## src/rtl/regfile_wport_arb.sv

```systemverilog
// Regfile write-port arbiter: WB has priority, aux writes are queued in a FIFO with a
// starvation-forced grant. Optional macro RF_ARB_BYPASS_EN lets aux skip an empty FIFO.
module regfile_wport_arb #(
  parameter int AUX_DEPTH  = 2,
  parameter int STARVE_MAX = 4
) (
  input  logic        clk_i,
  input  logic        rst_ni,
  input  logic        wb_we_i,
  input  logic [4:0]  wb_rd_addr_i,
  input  logic [31:0] wb_rd_wdata_i,
  output logic        wb_stall_o,
  input  logic        aux_valid_i,
  input  logic [4:0]  aux_rd_addr_i,
  input  logic [31:0] aux_rd_wdata_i,
  output logic        aux_ready_o,
  input  logic [4:0]  id_rs1_addr_i,
  input  logic [4:0]  id_rs2_addr_i,
  output logic        aux_hazard_o,
  output logic        rf_we_o,
  output logic [4:0]  rf_waddr_o,
  output logic [31:0] rf_wdata_o
);
  localparam int PW = $clog2(AUX_DEPTH);
  localparam int CW = $clog2(STARVE_MAX + 1);

  typedef struct packed {
    logic [4:0]  addr;
    logic [31:0] data;
  } rf_wr_t;

  typedef enum logic [1:0] {S_IDLE, S_WAIT, S_FORCE} state_t;

  rf_wr_t [AUX_DEPTH-1:0] fifo_q;
  logic   [AUX_DEPTH-1:0] vld_q;
  logic   [PW-1:0]        wr_ptr_q, rd_ptr_q;
  logic   [PW:0]          cnt_q, cnt_d;
  logic   [CW-1:0]        starve_q, starve_d;
  state_t                 state_q, state_d;

  logic   wb_req, full, empty, push, pop, bypass;
  logic   grant_wb, grant_head, stall;
  logic   we;
  logic   [4:0]  waddr;
  logic   [31:0] wdata;
  rf_wr_t head;

  assign wb_req = wb_we_i && (wb_rd_addr_i != 5'd0);
  assign full   = (cnt_q == (PW+1)'(AUX_DEPTH));
  assign empty  = (cnt_q == '0);
  assign head   = fifo_q[rd_ptr_q];

`ifdef RF_ARB_BYPASS_EN
  assign bypass = empty && !wb_req && aux_valid_i;
`else
  assign bypass = 1'b0;
`endif

  // S_IDLE implies an empty FIFO, so only WB (or a bypassed aux) can win there.
  always_comb begin
    grant_wb   = 1'b0;
    grant_head = 1'b0;
    stall      = 1'b0;
    case (state_q)
      S_WAIT: begin
        grant_wb   = wb_req;
        grant_head = !wb_req;
      end
      S_FORCE: begin
        grant_head = 1'b1;
        stall      = wb_req;
      end
      default: grant_wb = wb_req;
    endcase
  end

  assign pop  = grant_head;
  assign push = aux_valid_i && !full && !bypass;

  always_comb begin
    we    = 1'b0;
    waddr = '0;
    wdata = '0;
    if (grant_head) begin
      we    = (head.addr != 5'd0);
      waddr = head.addr;
      wdata = head.data;
    end else if (grant_wb) begin
      we    = 1'b1;
      waddr = wb_rd_addr_i;
      wdata = wb_rd_wdata_i;
    end else if (bypass) begin
      we    = (aux_rd_addr_i != 5'd0);
      waddr = aux_rd_addr_i;
      wdata = aux_rd_wdata_i;
    end
  end

  // Starvation only accrues while WB beats a waiting head.
  always_comb begin
    cnt_d    = cnt_q + (PW+1)'(push) - (PW+1)'(pop);
    starve_d = starve_q;
    if (pop)
      starve_d = '0;
    else if (state_q == S_WAIT && grant_wb)
      starve_d = starve_q + CW'(1);
    if (cnt_d == '0)
      state_d = S_IDLE;
    else if (state_q == S_WAIT && !pop && starve_d == CW'(STARVE_MAX))
      state_d = S_FORCE;
    else
      state_d = S_WAIT;
  end

  logic [AUX_DEPTH-1:0] hit;
  for (genvar i = 0; i < AUX_DEPTH; i++) begin : g_haz
    assign hit[i] = vld_q[i] &&
                    ((id_rs1_addr_i != 5'd0 && fifo_q[i].addr == id_rs1_addr_i) ||
                     (id_rs2_addr_i != 5'd0 && fifo_q[i].addr == id_rs2_addr_i));
  end

  always_ff @(posedge clk_i or negedge rst_ni) begin
    if (!rst_ni) begin
      fifo_q   <= '0;
      vld_q    <= '0;
      wr_ptr_q <= '0;
      rd_ptr_q <= '0;
      cnt_q    <= '0;
      starve_q <= '0;
      state_q  <= S_IDLE;
    end else begin
      if (push) begin
        fifo_q[wr_ptr_q] <= {aux_rd_addr_i, aux_rd_wdata_i};
        vld_q[wr_ptr_q]  <= 1'b1;
        wr_ptr_q         <= wr_ptr_q + PW'(1);
      end
      if (pop) begin
        vld_q[rd_ptr_q] <= 1'b0;
        rd_ptr_q        <= rd_ptr_q + PW'(1);
      end
      cnt_q    <= cnt_d;
      starve_q <= starve_d;
      state_q  <= state_d;
    end
  end

  // Combinational outputs are forced low while reset is held.
  assign rf_we_o      = rst_ni && we;
  assign rf_waddr_o   = rst_ni ? waddr : '0;
  assign rf_wdata_o   = rst_ni ? wdata : '0;
  assign wb_stall_o   = rst_ni && stall;
  assign aux_ready_o  = rst_ni && !full;
  assign aux_hazard_o = rst_ni && (|hit);
endmodule

```

## config.mk

```make
export PLATFORM = sky130hd
export DESIGN_NAME = regfile_wport_arb
export DESIGN_NICKNAME = d
export VERILOG_FILES = /design/src/rtl/regfile_wport_arb.sv
export SDC_FILE = /design/constraint.sdc
export NUM_CORES = 1
export LEC_CHECK = 0
export ABC_CLOCK_PERIOD_IN_PS = 3400
export CAP_MARGIN = 10
export CORE_MARGIN = 2
export CORE_UTILIZATION = 49
export DETAILED_ROUTE_END_ITERATION = 8
export PLACE_DENSITY_LB_ADDON = 0.25
export SYNTH_ARGS = -nofsm -noshare
export SYNTH_HDL_FRONTEND = slang
export SYNTH_SLANG_ARGS = --single-unit
```

## constraint.sdc

```tcl
create_clock -name clk_i -period 3.4 [get_ports clk_i]
set_input_delay 0.68 -clock clk_i [delete_from_list [all_inputs] [get_ports clk_i]]
set_output_delay 0.68 -clock clk_i [all_outputs]
set_load 0.02 [all_outputs]
```

==> results.sh <==
export IMPL_outcome="finished clean"
export IMPL_dpl_hpwl_mm=8.201
export IMPL_drc=0
export IMPL_first_pass_iters=4
export IMPL_synth_net_count=520
export IMPL_port_buffer_count=128
export IMPL_crit_top_cell="inv_1"
export IMPL_antenna_left=0
export IMPL_cts_sinks=85
export IMPL_synthCells=428
export IMPL_required_ps=2720
export IMPL_grt_max_degree=60
export IMPL_slowest_delay_ps=610
export IMPL_antenna_found_initial=0
export IMPL_grt_pass1_vias=3867
export IMPL_postLayoutCellArea_um2=6445
export IMPL_finClkSkew_ps=11.53
export IMPL_fin_crit_ps=3241
export IMPL_synth_warnings=0
export IMPL_core_area_um2=9284
export IMPL_grt_pass1_wl_mm=18.21
export IMPL_drt_total_wl_mm=11.28
export IMPL_drtIter0Drc=100
export IMPL_post_cts_buffers=0
export IMPL_clock_latency_ps=340
export IMPL_async_reset_ff_share_pct=100.0
export IMPL_place_area_um2=6282
export IMPL_finalSetupViolations=0
export IMPL_clk_pin_slew_ps=90
export IMPL_synth_edf_count=0
export IMPL_synthFlopType="dfrtp_1"
export IMPL_seq_area_frac_synth_pct=45.03
export IMPL_via_count=3708
export IMPL_drv_slew=0
export IMPL_cts_tree="done"
export IMPL_drive_gt1_share_pct=21.65
export IMPL_worst_slew_margin_rel_pct=64.24
export IMPL_io_pin_count=129
export IMPL_wl_per_cell_um=16.18
export IMPL_ys_types=39
export IMPL_cts_root_buf="clkbuf_8"
export IMPL_crit_path_max_fanout=19
export IMPL_cts_hold_buf=0
export IMPL_numCtsBuffers=9
export IMPL_crit_path_cell_trace="inv_1, ha_1, inv_1, o21ai_4, buf_12, a31oi_1, o21a_1, clkdlybuf4s50_1"
export IMPL_dieWidth_um=102.2
export IMPL_fin_nets=655
export IMPL_cts_buffer_depth=2
export IMPL_viasPerCell=5.320
export IMPL_cts_htree_levels=3
export IMPL_num_rows=35
export IMPL_slowest_stage="clkdlybuf4s50_1"
export IMPL_die_y_um=102.2
export IMPL_synth_seq_cells=85
export IMPL_fmax_mhz=308.6
export IMPL_track_usage_pct=22.06
export IMPL_crit_path_end_kind="primary output"
export IMPL_critPathKind="reg -> out"
export IMPL_maxCapViolCount=0
export IMPL_power_total_w=0.005120
export IMPL_antenna_cells=0
export IMPL_rsz0062_at_grt="false"
export IMPL_grt_ovfl_total=0
export IMPL_power_leakage_nw=2.827
export IMPL_syn_area_um2=4723
export IMPL_tightestPinTransition_ps=536.4
export IMPL_routabilityCongestion=0.8701
export IMPL_cp_arrival_ps=2560
export IMPL_layout_area_overhead_vs_synth_pct=36.45
export IMPL_die_area_um2=10440
export IMPL_postSynthAreaPerCell_um2=11.04
export IMPL_peakVddDrop_mv=0.3365
export IMPL_start_util_pct=50.88
export IMPL_fin_crit_sh_pct=95.32
export IMPL_crit_path_start_kind="register"
export IMPL_p_per_area_nw_per_um2=794.4
export IMPL_hold_path_class="in -> async"
export IMPL_finalHoldViolCount=0
## logic make-up (layout without fill, tap and decap cells)
| logic type | Yosys count | in the layout | synth area share [%] |
|---|---|---|---|
| muxes | 112 | 112 | 25.70 |
| and+or+nand+nor | 111 | 111 | 13.43 |
| DFF | 85 | 85 | 45.03 |
| AOI/OAI and AO/OA | 57 | 57 | 6.967 |
| buffers and inverters | 35 | 175 | 3.364 |
| xor gates and xnor gates | 24 | 24 | 4.451 |
| adders and majority gates | 4 | 4 | 1.060 |
## cell usage in the layout, fill, tap and decap left out, types with 2 or more instances in the layout
master / count
clkinvlp_4: 3
nand2b_1: 2
inv_1: 6
clkdlybuf4s50_1: 89
buf_12: 4
xor2_1: 9
or4_1: 2
mux2i_1: 38
and3_1: 3
clkbuf_8: 10
and2_1: 5
dlygate4sd2_1: 34
a21oi_1: 35
nor3_1: 32
nor2_1: 6
nor2b_1: 34
nand3_1: 7
nor4_1: 4
buf_4: 22
a21boi_0: 2
dfrtp_1: 84
o21a_1: 2
o21ai_0: 9
dlymetal6s2s_1: 3
nand2_1: 8
ha_1: 4
xnor2_1: 15
mux2_2: 74
## power breakdown
| part | internal, W | switching, W | leakage, nW |
|---|---|---|---|
| combinational | 0.00134 | 0.00120 | 1.74 |
| clock | 0.000294 | 0.000376 | 0.0841 |
| sequential | 0.00153 | 0.000377 | 1.00 |
| total | 0.00317 | 0.00195 | 2.83 |
## layer usage
layer  up-vias  track usage, %  share of wire [%]
met5         -               0                  0
met4         0           5.436               0.98
met3        13           3.694                5.0
met2       110           38.66                 50
met1      1793           28.62                 44
li1       1792               -                  -
## metrics by stage
step                      hold WS [ps]  cells  setup WS, ps  TNS [ps]  utilization [%]
final                            312.1    697         159.3         0            69.42
after global placement           481.4    681        -51.33    -140.1            67.67
after global routing             343.7    697         2.464         0            69.42
after CTS                        314.1    697         3.901         0            69.26
after floorplan                  384.4    428         852.5         0                -
after detailed placement         493.6    681        -120.4     -1037            67.67
## what timing repair did
action / 4_1_cts / 5_1_grt
gates resized for setup: 36 / 5
endpoints found under the setup margin: 37 / 4
pin swaps: 1 / 1
## cells in the mapped netlist, types with 2 or more instances
library cell	instances	area share (%)
a21boi_0	2	0.32
a21oi_1	35	3.7
and2_1	5	0.66
and3_1	3	0.40
buf_2	16	1.7
clkbuf_1	12	0.95
dfrtp_1	85	45
ha_1	4	1.1
inv_1	6	0.48
mux2_2	74	18
mux2i_1	38	8.1
nand2_1	8	0.64
nand2b_1	2	0.26
nand3_1	8	0.85
nor2_1	7	0.56
nor2b_1	34	4.5
nor3_1	32	3.4
nor4_1	4	0.53
o21a_1	2	0.32
o21ai_0	9	0.95
or4_1	2	0.32
xnor2_1	15	2.8
xor2_1	9	1.7
## sequential cells by signal, summed over array words and instances (netlist names)
signal	cells
fifo_q	74
starve_q	3
state_q	2
cnt_q	2
vld_q	2
rd_ptr_q	1
wr_ptr_q	1
## area by class of cell
cell class	count	area, um^2
clock buffers	11	141.4
clock inverters	5	42.54
fillers	740	2839
inverters	6	22.52
multi-input cells	308	2467
flip-flops and latches	85	2128
well taps	129	161.4
repair buffers	153	1481
## path summary, 6_finish.rpt
check                                 from  slack, ps  cells past startpoint          to
worst min register to register  fifo_q[42]        510                      1  fifo_q[42]
max in group asynchronous           rst_ni       2290                      2   fifo_q[5]
min in group clk_i              fifo_q[42]        510                      1  fifo_q[42]
worst max-delay path            state_q[0]        160                      8     rf_we_o
worst max register to register  state_q[0]        770                     12  state_q[1]
worst min-delay path                rst_ni        310                      1  fifo_q[71]
## worst max-delay path: cells and delay by family, from the launching register on
family | cells | cell delay [ps]
flip-flops | 1 | 370
buffers and inverters | 4 | 1020
adder cells (fa/ha/maj) | 1 | 380
AO/OA/AOI/OAI | 3 | 440
Note: power is estimated with default switching activity, not from simulation.
==> patch 1, RTL diff (config.mk and constraints unchanged) <==
The parameter `STARVE_MAX` goes from 4 to 2.
--- a/src/rtl/regfile_wport_arb.sv
+++ b/src/rtl/regfile_wport_arb.sv
@@ -3,5 +3,5 @@
 module regfile_wport_arb #(
   parameter int AUX_DEPTH  = 2,
-  parameter int STARVE_MAX = 4
+  parameter int STARVE_MAX = 2
 ) (
   input  logic        clk_i,
Check against the original RTL: not equivalent (a bounded check fails within 4 cycles, from zero or initial values and one cycle with rst_ni low).
==> patch 1 against the unedited design <==
- area after synthesis is 6.2% lower
- combinational power is 20% lower
- total power is 8.5% lower
- final area is 4.7% lower
- largest cell class unchanged
- wire length is 1.2% higher
- sequential cell count is 1 lower
- worst setup slack better by 0.011 ns
- sequential power is 3% lower
- synthesized cell count is 0.70% lower
- critical path depth is 1 higher
==> patch 1: results (changes against the unedited design) <==
TritonRoute pass-1 iters 4 (unchanged); outcome finished, final reports clean (unchanged); actual slew at the worst max-slew pin 0.539 ns (was 0.536 ns); met3 WL 731 um (was 569 um); met2 WL 5.57 mm (was 5.68 mm); share of layout cells above drive strength 1 13.1% (was 21.7%); drt via density 5.53 (was 5.32); CP Max Fanout 29 (was 19); PostCTS Resize Cnt 38 (was 36); count leader, synth nand3_1 (was dfrtp_1); crit path time final 3.23 ns (was 3.24 ns); Placed Instances 657 (was 681); peak supply drop 0.000405 V (was 0.000337 V); met1 WL 4.94 mm (was 4.92 mm); CP endpoint rf_waddr_o[1] (was rf_we_o); GP Congestion 0.834 (was 0.870); met3 GRT Util 6.54% (was 3.69%); H-tree lvl count 3 (unchanged); Critical Path Start wb_rd_addr_i[3] (was state_q[0]$_DFF_PN0_); first-pass GRT wire length 18.8 mm (was 18.2 mm); Mapped Nets 516 (was 520); CP arrival 2.55 ns (was 2.56 ns); clk_skew 0.00958 ns (was 0.0115 ns); Avg Inst Size Synth 10.4 sq um (was 11.0 sq um); via count 3,724 (was 3,708); M2 GR Usage 39.3% (was 38.7%); Leak Pwr 2.76 nW (was 2.83 nW); Total Routed Length 11.4 mm (was 11.3 mm); number of fill cells 691 (was 740); largest net degree at the start of global routing 67 (was 60); gr usage total 24.0% (was 22.1%); dpl hpwl 8.23 mm (was 8.20 mm); met1 usage 31.6% (was 28.6%); reg-to-reg critical path startpoint state_q[0]$_DFF_PN0_ (unchanged); Distinct cells, synth 40 (was 39); Clk pin slew, worst setup/hold paths 0.08 ns; slowest cell delay on critical path 0.54 ns (was 0.61 ns); reg2reg path depth 10 (was 12); most frequent cells after synthesis nand3_1 (100), dfrtp_1 (84), mux2_1 (49) (was dfrtp_1 (85), mux2_2 (74), mux2i_1 (38)); vias in the first global route 3,845 (was 3,867); r2r endpoint state_q[0]$_DFF_PN0_ (was state_q[1]$_DFF_PN0_); setup bufs post-CTS 0 (unchanged); top cells by area, synth dfrtp_1 (47%), mux2_1 (12%), nand3_1 (11%) (was dfrtp_1 (45%), mux2_2 (18%), mux2i_1 (8.1%)); Final #Nets 651 (was 655); Reg2Reg Setup Slack 0.91 ns (was 0.77 ns); initial antenna violation count 0 (unchanged); Setup WS pre-CTS -0.0966 ns (was -0.120 ns); 1st-iter DRT viols 136 (was 100)
-- patch 1: logic make-up (layout without fill, tap and decap cells) --
logic type	after synthesis	count (layout)	synth area share (%)
DFF	84	84	47.4
muxes	79	79	19.9
xor gates and xnor gates	26	26	5.14
buffers and inverters	32	172	3.50
AOI/OAI and AO/OA	25	25	3.76
adders and majority gates	3	3	0.847
and+or+nand+nor	176	176	19.4
-- patch 1: power by group --
| group | switching, mW | total (mW) | internal (mW) |
|---|---|---|---|
| logic | 1.02 | 2.04 | 1.02 |
| clock network | 0.350 | 0.784 | 0.434 |
| registers | 0.348 | 1.86 | 1.52 |
| total | 1.72 | 4.68 | 2.97 |
-- patch 1: how the worst min path moves through the flow --
stage | endpoint | start
final | vld_q[0]$_DFF_PN0_ | rst_ni
after global routing | fifo_q[41]$_DFFE_PN0P_ | rst_ni
after CTS | vld_q[0]$_DFF_PN0_ | rst_ni
after detailed placement | fifo_q[23]$_DFFE_PN0P_ | fifo_q[23]$_DFFE_PN0P_
after global placement | fifo_q[21]$_DFFE_PN0P_ | fifo_q[21]$_DFFE_PN0P_
after floorplan | cnt_q[0]$_DFF_PN0_ | rst_ni
-- patch 1: final cells by class --
| cell class | count | area, sq um | area share (%) |
|---|---|---|---|
| multi-input cells | 309 | 2200 | 35.8 |
| flip-flops and latches | 84 | 2100 | 34.2 |
| repair buffers | 151 | 1460 | 23.8 |
| clock buffers | 10 | 138 | 2.24 |
| well taps | 108 | 135 | 2.20 |
| clock inverters | 6 | 87.6 | 1.43 |
| inverters | 5 | 18.8 | 0.306 |
-- patch 1: per-stage QoR --
step	power (mW)	hold slack (ns)	instance area [sq um]
global placement	3.91	0.467	5950
global route	5.01	0.134	6140
detailed placement	4.01	0.474	5950
finish	4.68	0.159	6140
CTS	4.73	0.140	6140
floorplan	3.21	0.384	4430
==> patch 2, RTL diff (same flow settings) <==
Without the edit above. Reset style: synchronous (`rst_ni`), changed in one clocked block.
--- a/src/rtl/regfile_wport_arb.sv
+++ b/src/rtl/regfile_wport_arb.sv
@@ -120,5 +120,5 @@
   end
 
-  always_ff @(posedge clk_i or negedge rst_ni) begin
+  always_ff @(posedge clk_i) begin
     if (!rst_ni) begin
       fifo_q   <= '0;
Behaviour: same outputs for any inputs over 4 cycles, from zero or initial values and one cycle with rst_ni low; that may be too few to reach the edited logic, so the function may still have changed.
==> patch 2 against the unedited design <==
- sequential cell count unchanged
- worst setup slack got worse by 0.038 ns
- first-iteration DRC count grew 54%
- wire length grew 14%
- non-clock buffer count is 8 higher
- critical path depth stayed put
- final area decreased by 1.6%
- largest cell class unchanged
- count of clock-buffer cells in the layout decreased by 2
- global-route usage up 3.5 points
- clock skew hardly changed
- hold slack improved by 0.15 ns
- die area decreased by 4.2%
- area after synthesis is 4.4% lower
Power is not compared: it rests on default switching activity, and its combinational part moved more than twofold at a synthesized area within 25%.
==> patch 2: results (changes against the unedited design) <==
r2r endpoint state_q[1]$_SDFF_PP0_ (was state_q[1]$_DFF_PN0_); M2 GR Usage 43.7% (was 38.7%); met1 WL 5.34 mm (was 4.92 mm); Max Clk Rate 0.305 GHz (was 0.309 GHz); Main synth FF type dfxtp_1 (was dfrtp_1); CP Max Fanout 8 (was 19); gr usage total 25.6% (was 22.1%); Non-clk invs 4 (was 6); Multi-In Gates 478 (was 308); GP Congestion 0.820 (was 0.870); Setup WS pre-CTS -0.0582 ns (was -0.120 ns); Avg Inst Size Synth 7.38 sq um (was 11.0 sq um); met3 WL 774 um (was 569 um); number of fill cells 754 (was 740); top cells by area, synth dfxtp_1 (38%), nand2_1 (13%), a21oi_1 (13%) (was dfrtp_1 (45%), mux2_2 (18%), mux2i_1 (8.1%)); NonClk Buf Share 25.4% (was 23.0%); Reg2Reg Setup Slack 0.66 ns (was 0.77 ns); largest net degree at the start of global routing 39 (was 60); sequential share of cell area 26.9% (was 33.0%); vias in the first global route 4,461 (was 3,867); actual slew at the worst max-slew pin 0.833 ns (was 0.536 ns); Mapped Nets 704 (was 520); hold slack 0.457 ns (was 0.312 ns); Final #Nets 831 (was 655); CP arrival 2.60 ns (was 2.56 ns); Repair and plain buffers 161 (was 153); CP endpoint rf_waddr_o[4] (was rf_we_o); 1st-iter DRT viols 154 (was 100); Layout Utilization 69.6% (was 69.4%); via count 4,660 (was 3,708); hold crit path type reg2reg (was in2async); first-pass GRT wire length 20.7 mm (was 18.2 mm); final cell count without fillers 855 (was 697); Critical Path Start wb_rd_addr_i[1] (was state_q[0]$_DFF_PN0_); reg2reg path depth 13 (was 12); outcome finished, final reports clean (unchanged); clock buffers 9 (was 11); clk_skew 0.0119 ns (was 0.0115 ns)
[patch 2: cell count changes in the layout (fill, tap and decap cells not counted), moves of 7 or more]
cell            change
dfrtp_1            -84
dlymetal6s2s_1     +20
nand2_1           +147
a21oi_1            +80
a22oi_1             +7
dfxtp_1            +84
mux2_2             -68
nor2b_1            -32
dlygate4sd2_1      -23
buf_4               +8
nor2_1             +37
[patch 2: kinds of logic after synthesis]
| group | count (synthesis) | share of synthesized area [%] |
|---|---|---|
| buffers and inverters | 49 | 5.07 |
| xor gates and xnor gates | 24 | 4.65 |
| DFF | 85 | 37.7 |
| muxes | 39 | 8.81 |
| adders and majority gates | 4 | 1.11 |
| and+or+nand+nor | 273 | 26.2 |
| AOI/OAI and AO/OA | 138 | 16.5 |
[patch 2: repair_timing]
action | CTS | global route
gates resized for setup | 12 | 28
buffers inserted | 0 | 0
endpoints found under the setup margin | 24 | 27
